## src/rtl/dac_sched_pkg.sv

```systemverilog
// dac_sched_pkg: shared types and defaults for the DAC share scheduler.
// Optional feature macro used by dac_share_sched: DAC_SCHED_HOLD_EN.
package dac_sched_pkg;

  localparam int NREQ_DEF = 4;
  localparam int DW_DEF   = 16;

  typedef enum logic [1:0] {
    ST_IDLE  = 2'd0,
    ST_GRANT = 2'd1,
    ST_START = 2'd2,
    ST_WAIT  = 2'd3
  } sched_state_t;

endpackage

```

## src/rtl/dac_share_sched_rr_arbiter.sv

```systemverilog
// rr_arbiter: round-robin pick of the first asserted request after last_grant.
module rr_arbiter #(
  parameter int NREQ = 4,
  parameter int IW   = $clog2(NREQ)
) (
  input  logic [NREQ-1:0] req,
  input  logic [IW-1:0]   last_grant,
  output logic [IW-1:0]   grant,
  output logic            any
);

  logic [IW:0] cand;

  // Scan last_grant+1 .. last_grant+NREQ (mod NREQ); first hit wins.
  always_comb begin
    grant = '0;
    any   = 1'b0;
    cand  = '0;
    for (int unsigned i = 1; i <= NREQ; i++) begin
      cand = {1'b0, last_grant} + (IW+1)'(i);
      if (cand >= (IW+1)'(NREQ)) begin
        cand = cand - (IW+1)'(NREQ);
      end
      if (!any && req[cand[IW-1:0]]) begin
        grant = cand[IW-1:0];
        any   = 1'b1;
      end
    end
  end

endmodule

```

## src/rtl/dac_share_sched.sv

```systemverilog
// dac_share_sched: shares one DAC serializer among NREQ sample requesters,
// issuing one frame per sample period with round-robin arbitration.
// Optional feature macro: DAC_SCHED_HOLD_EN (re-send last word on underrun).
module dac_share_sched
  import dac_sched_pkg::*;
#(
  parameter int NREQ = NREQ_DEF,
  parameter int DW   = DW_DEF,
  parameter int PW   = 16
) (
  input  logic                    aclk,
  input  logic                    areset_n,
  input  logic                    en,
  input  logic [PW-1:0]           period,
  input  logic [NREQ-1:0]         req_valid,
  input  logic [NREQ*DW-1:0]      req_data,
  output logic [NREQ-1:0]         req_ready,
  output logic [DW-1:0]           dac_data,
  output logic                    dac_start,
  input  logic                    dac_done,
  output logic [$clog2(NREQ)-1:0] grant_id,
  output logic                    underrun,
  output logic                    overrun
);

  localparam int IW = $clog2(NREQ);

  sched_state_t  state_q, state_d;
  logic [PW-1:0] cnt_q;
  logic [PW-1:0] p_m1;
  logic          tick;
  logic [IW-1:0] sel_q;
  logic [IW-1:0] last_q;
  logic [IW-1:0] arb_grant;
  logic          arb_any;
  logic [DW-1:0] sel_data;
  logic          is_idle;
`ifdef DAC_SCHED_HOLD_EN
  logic          sent_q;
`endif

  // Effective period is max(period,2); a counter that overshoots after a
  // period change wraps on the next cycle instead of running to 2^PW.
  always_comb begin
    p_m1    = (period < PW'(2)) ? PW'(1) : period - PW'(1);
    tick    = en && (cnt_q >= p_m1);
    is_idle = (state_q == ST_IDLE);
  end

  // Period counter: runs while enabled, holds while disabled.
  always_ff @(posedge aclk or negedge areset_n) begin
    if (!areset_n) begin
      cnt_q <= '0;
    end else if (en) begin
      cnt_q <= tick ? '0 : cnt_q + PW'(1);
    end
  end

  rr_arbiter #(
    .NREQ (NREQ),
    .IW   (IW)
  ) u_arb (
    .req        (req_valid),
    .last_grant (last_q),
    .grant      (arb_grant),
    .any        (arb_any)
  );

  // FSM state register.
  always_ff @(posedge aclk or negedge areset_n) begin
    if (!areset_n) begin
      state_q <= ST_IDLE;
    end else begin
      state_q <= state_d;
    end
  end

  // FSM next state and per-state decoded outputs.
  always_comb begin
    state_d   = state_q;
    req_ready = '0;
    dac_start = 1'b0;
    underrun  = tick && is_idle && !arb_any;
    overrun   = tick && !is_idle;
    case (state_q)
      ST_IDLE: begin
        if (tick) begin
          if (arb_any) begin
            state_d = ST_GRANT;
          end
`ifdef DAC_SCHED_HOLD_EN
          else if (sent_q) begin
            state_d = ST_START;
          end
`endif
        end
      end
      ST_GRANT: begin
        for (int unsigned i = 0; i < NREQ; i++) begin
          req_ready[i] = (sel_q == IW'(i));
        end
        state_d = ST_START;
      end
      ST_START: begin
        dac_start = 1'b1;
        state_d   = ST_WAIT;
      end
      ST_WAIT: begin
        if (dac_done) begin
          state_d = ST_IDLE;
        end
      end
      default: state_d = ST_IDLE;
    endcase
  end

  // Select the granted requester's word with constant slices.
  always_comb begin
    sel_data = '0;
    for (int unsigned i = 0; i < NREQ; i++) begin
      if (sel_q == IW'(i)) begin
        sel_data = req_data[i*DW +: DW];
      end
    end
  end

  // Grant bookkeeping and DAC word capture.
  always_ff @(posedge aclk or negedge areset_n) begin
    if (!areset_n) begin
      sel_q    <= '0;
      last_q   <= IW'(NREQ - 1);
      dac_data <= '0;
      grant_id <= '0;
    end else begin
      if (is_idle && tick && arb_any) begin
        sel_q <= arb_grant;
      end
      if (state_q == ST_GRANT) begin
        dac_data <= sel_data;
        grant_id <= sel_q;
        last_q   <= sel_q;
      end
    end
  end

`ifdef DAC_SCHED_HOLD_EN
  // Remember whether dac_data holds a real sample worth re-sending.
  always_ff @(posedge aclk or negedge areset_n) begin
    if (!areset_n) begin
      sent_q <= 1'b0;
    end else if (state_q == ST_GRANT) begin
      sent_q <= 1'b1;
    end
  end
`endif

endmodule

```

## config.mk

```make
export PLATFORM = sky130hd
export DESIGN_NAME = dac_share_sched
export DESIGN_NICKNAME = d
export VERILOG_FILES = /design/src/rtl/dac_sched_pkg.sv /design/src/rtl/dac_share_sched_rr_arbiter.sv /design/src/rtl/dac_share_sched.sv
export SDC_FILE = /design/constraint.sdc
export NUM_CORES = 1
export LEC_CHECK = 0
export CAP_MARGIN = 30
export CORE_MARGIN = 1
export CORE_UTILIZATION = 35
export CTS_BUF_LIST = sky130_fd_sc_hd__clkbuf_4 sky130_fd_sc_hd__clkbuf_8
export DETAILED_ROUTE_END_ITERATION = 8
export MAX_ROUTING_LAYER = met4
export PLACE_DENSITY = 0.65
export RECOVER_POWER = 50
export REMOVE_ABC_BUFFERS = 1
export SYNTH_ARGS = -nofsm -noshare
export SYNTH_HDL_FRONTEND = slang
export SYNTH_SLANG_ARGS = --single-unit
```

## constraint.sdc

```tcl
create_clock -name aclk -period 10.5 [get_ports aclk]
set_clock_uncertainty 0.05 [all_clocks]
set_input_delay 2.625 -clock aclk [delete_from_list [all_inputs] [get_ports aclk]]
set_output_delay 2.625 -clock aclk [all_outputs]
set_load 0.005 [all_outputs]
```

==> out/results.tsv <==
stage	metric	value	unit
global_routing	use_met1	0.229	
setup_path	crit_chain	clkdlybuf4s50_1 > or4_4 > nor4_4 > nand2b_2 > or4_4 > nor3b_2 > a21oi_1 > ha_1 > nand2_1 > nor4_1 > a31oi_1 > a31oi_1 > buf_4 > and3_1 > clkdlybuf4s50_1	
run_status	violations	max-capacitance violations, max-slew violations	
clock_tree	holdBufCountCts	0	
setup_path	required	7.83	ns
setup_path	slowest_stage	or4_4	
global_routing	grt_pass1_vias	2673	
setup_path	critPathLaunchType	input port	
synth	yosys_warnings	0	
timing	setup_viol	0	
finish	regArea	0.00100	mm2
power	seqPwrFrac	0.376	
finish	multiInputGateArea	0.00186	mm2
clock_tree	root_buffer	clkbuf_8	
run_status	status	complete, but fails checks	
power	powerDensity	150	mW/mm2
synth	avgSynthCellArea	10.2	um2
floorplan	core_region_area	0.00818	mm2
clock_tree	cts_tree	built	
route	postRouteAntennaNets	0	
synth	synth_area	0.00296	mm2
clock_tree	ctsResizeCount	0	
floorplan	dieArea	0.00882	mm2
flow_run	maxCapViolCount	1	
clock_tree	cts.path.max_buffers	2	
global_routing	grt_antenna_before_repair	0	
finish	area_growth	44.5	%
placement	finalWeightedCongestion	0.816	
timing	setup_ws	1.17	ns
floorplan	pin_count	113	
global_routing	grt_util_all_layers	0.189	
global_routing	grt_start_max_net_pins	41	
global_routing	grtUsageMet3	0.0510	
floorplan	start_util	0.362	
power	intPower	0.432	mW
clock_tree	clk_pin_slew	0.08	ns
power	p_leak	1.74	nW
clock_tree	htreeDepth	2	
timing	slew_violations	41	
route	dr.pass1.iters	5	
setup_path	cp_top_family	simple AND/OR/NAND/NOR gates	
hold_path	min-delay-path-class	reg2reg	
power	power_frac_comb	0.462	
global_routing	grt_overflow	0	
placement	place_ws	1.21	ns
floorplan	die-height	93.9	um
route	viasPerCell	5.17	
timing	fmax	0.107	GHz
setup_path	worstPathMaxFanout	14	
finish	layout_commonest_cell	clkdlybuf4s50_1	
route	wirelength	7610	um
clock_tree	numCtsBuffers	5	
synth	seq_area_frac_synth	0.339	
synth	ys_ff_latch	40	
route	num_vias	2633	
timing	fin_crit	9.33	ns
synth	ys_types	46	
timing	totalNegativeSetupSlack	0	ns
finish	final_cell_mix	clkdlybuf4s50_1 (103), dfrtp_1 (38), nand2_1 (30)	
placement	hpwl	5980	um
route	drc	0	
finish	layout-drive-gt1-share	0.134	
setup_path	crit_arrival	6.65	ns
power	vdd_ir_drop_max	0.0000677	V
timing	post-route-period-util	0.888	
clock_tree	cts_sinks	40	
synth	synthArstFlopShare	1.00	
synth	ys.flop_type	dfrtp_1	
setup_path	critPathKind	in2out	
global_routing	grt-busiest-layer	met2	
synth	synth_top_area_cell	dfrtp_1	
floorplan	die_w	93.9	um
clock_tree	worstSkewPairLatency	0.30	ns
timing	worst_pin_slew	2.21	ns
power	p_sw_frac	0.326	
timing	final_hold_viol_count	0	
clock_tree	postCtsSetupBuffers	0	
synth	synth_edf_count	0	
synth	synthTopCellsByArea	dfrtp_1 (32%), mux4_2 (12%), ha_1 (9.7%)	
synth	synth_top_area_frac	0.322	
finish	layout.nets	514	
setup_path	max_stage_delay	0.58	ns
global_routing	grt_pass1_wl	12500	um
route	routedWlPerCell	14.9	um
power	clockPowerShare	0.162	
setup_path	critPathBufInv	3	
global_routing	grt_use_met2	0.307	
synth	postSynthCellCount	291	
placement	io_buffers	112	
setup_path	end_kind	output port	
power	switchingPower	0.209	mW
finish	fillerInstances	764	
route	drt-initial-drc-count	75	
timing	rsz0062_at_grt	false	
floorplan	fp-row-count	33	
finish	diodes	0	
timing	relSlewSlack	-0.476	
cell usage after synthesis (all sizes together) (2+ instances only):
master	number
nor4	8
nand2b	3
a21o	2
nor3	8
a31oi	3
or4	4
buf	3
clkbuf	7
nor2b	3
xor2	13
ha	23
o2bb2ai	2
or3b	2
nor2	21
or3	4
nand3	7
nand2	30
dfstp	2
mux2	18
mux2i	3
xnor2	5
mux4	16
a21oi	14
a22oi	2
a211oi	2
dfrtp	38
nor3b	3
inv	14
o21ai	14
nand4	4
and3	3
final timing paths:
path | startpoint | to | slack (ns) | cells after the start
setup / recovery | period[6] | underrun | 1.17 | 15
hold / removal | dac_data[13] | dac_data[13] | 0.46 | 1
setup reg to reg | cnt_q[0] | sel_q[0] | 8.01 | 9
hold reg to reg | dac_data[13] | dac_data[13] | 0.46 | 1
max in group asynchronous | areset_n | cnt_q[13] | 6.20 | 1
min in group asynchronous | areset_n | dac_data[14] | 2.93 | 1
power by group through the flow:
stage               Combinational, mW  Clock (mW)  Sequential (mW)
floorplan                       0.148           0            0.240
global placement                0.293           0            0.243
detailed placement              0.299           0            0.244
CTS                             0.301       0.107            0.242
global route                    0.326       0.113            0.249
finish                          0.296       0.104            0.242
flip-flops by register name, summed over array words and instances, names as in the netlist:
name / count
sel_q: 2
last_q: 2
state_q: 2
dac_data: 16
cnt_q: 16
grant_id: 2
per-stage QoR:
| stage | instances | power (mW) | utilization | hold slack, ns | area [um2] |
|---|---|---|---|---|---|
| after CTS | 509 | 0.650 | 0.523 | 0.463 | 4280 |
| after global placement | 501 | 0.535 | 0.512 | 0.441 | 4190 |
| after floorplan | 281 | 0.388 | - | 0.445 | 2920 |
| after global routing | 509 | 0.689 | 0.522 | 0.474 | 4270 |
| final | 509 | 0.642 | 0.522 | 0.460 | 4270 |
| after detailed placement | 501 | 0.543 | 0.512 | 0.445 | 4190 |
logic make-up (layout without fill, tap and decap cells):
family | Yosys count | after routing | synth area share
xor+xnor | 18 | 18 | 0.0533
buf+inv | 25 | 138 | 0.0322
simple gates | 104 | 104 | 0.187
fa+ha+maj | 23 | 23 | 0.0973
mux | 37 | 37 | 0.201
compound gates | 44 | 44 | 0.0906
flops | 40 | 40 | 0.339
routing by layer:
metal	share of wire	up-vias
met4	0.014	0
met2	0.46	103
li1	-	1292
met5	0	-
met3	0.080	11
met1	0.44	1227
layout make-up:
type	count	area share
tap	105	0.0308
timing repair buffer	115	0.265
multi-input combinational	226	0.435
sequential	40	0.235
clock inverter	2	0.00293
inverter	15	0.0132
clock buffer	6	0.0179
Note: power is estimated with default switching activity, not from simulation.
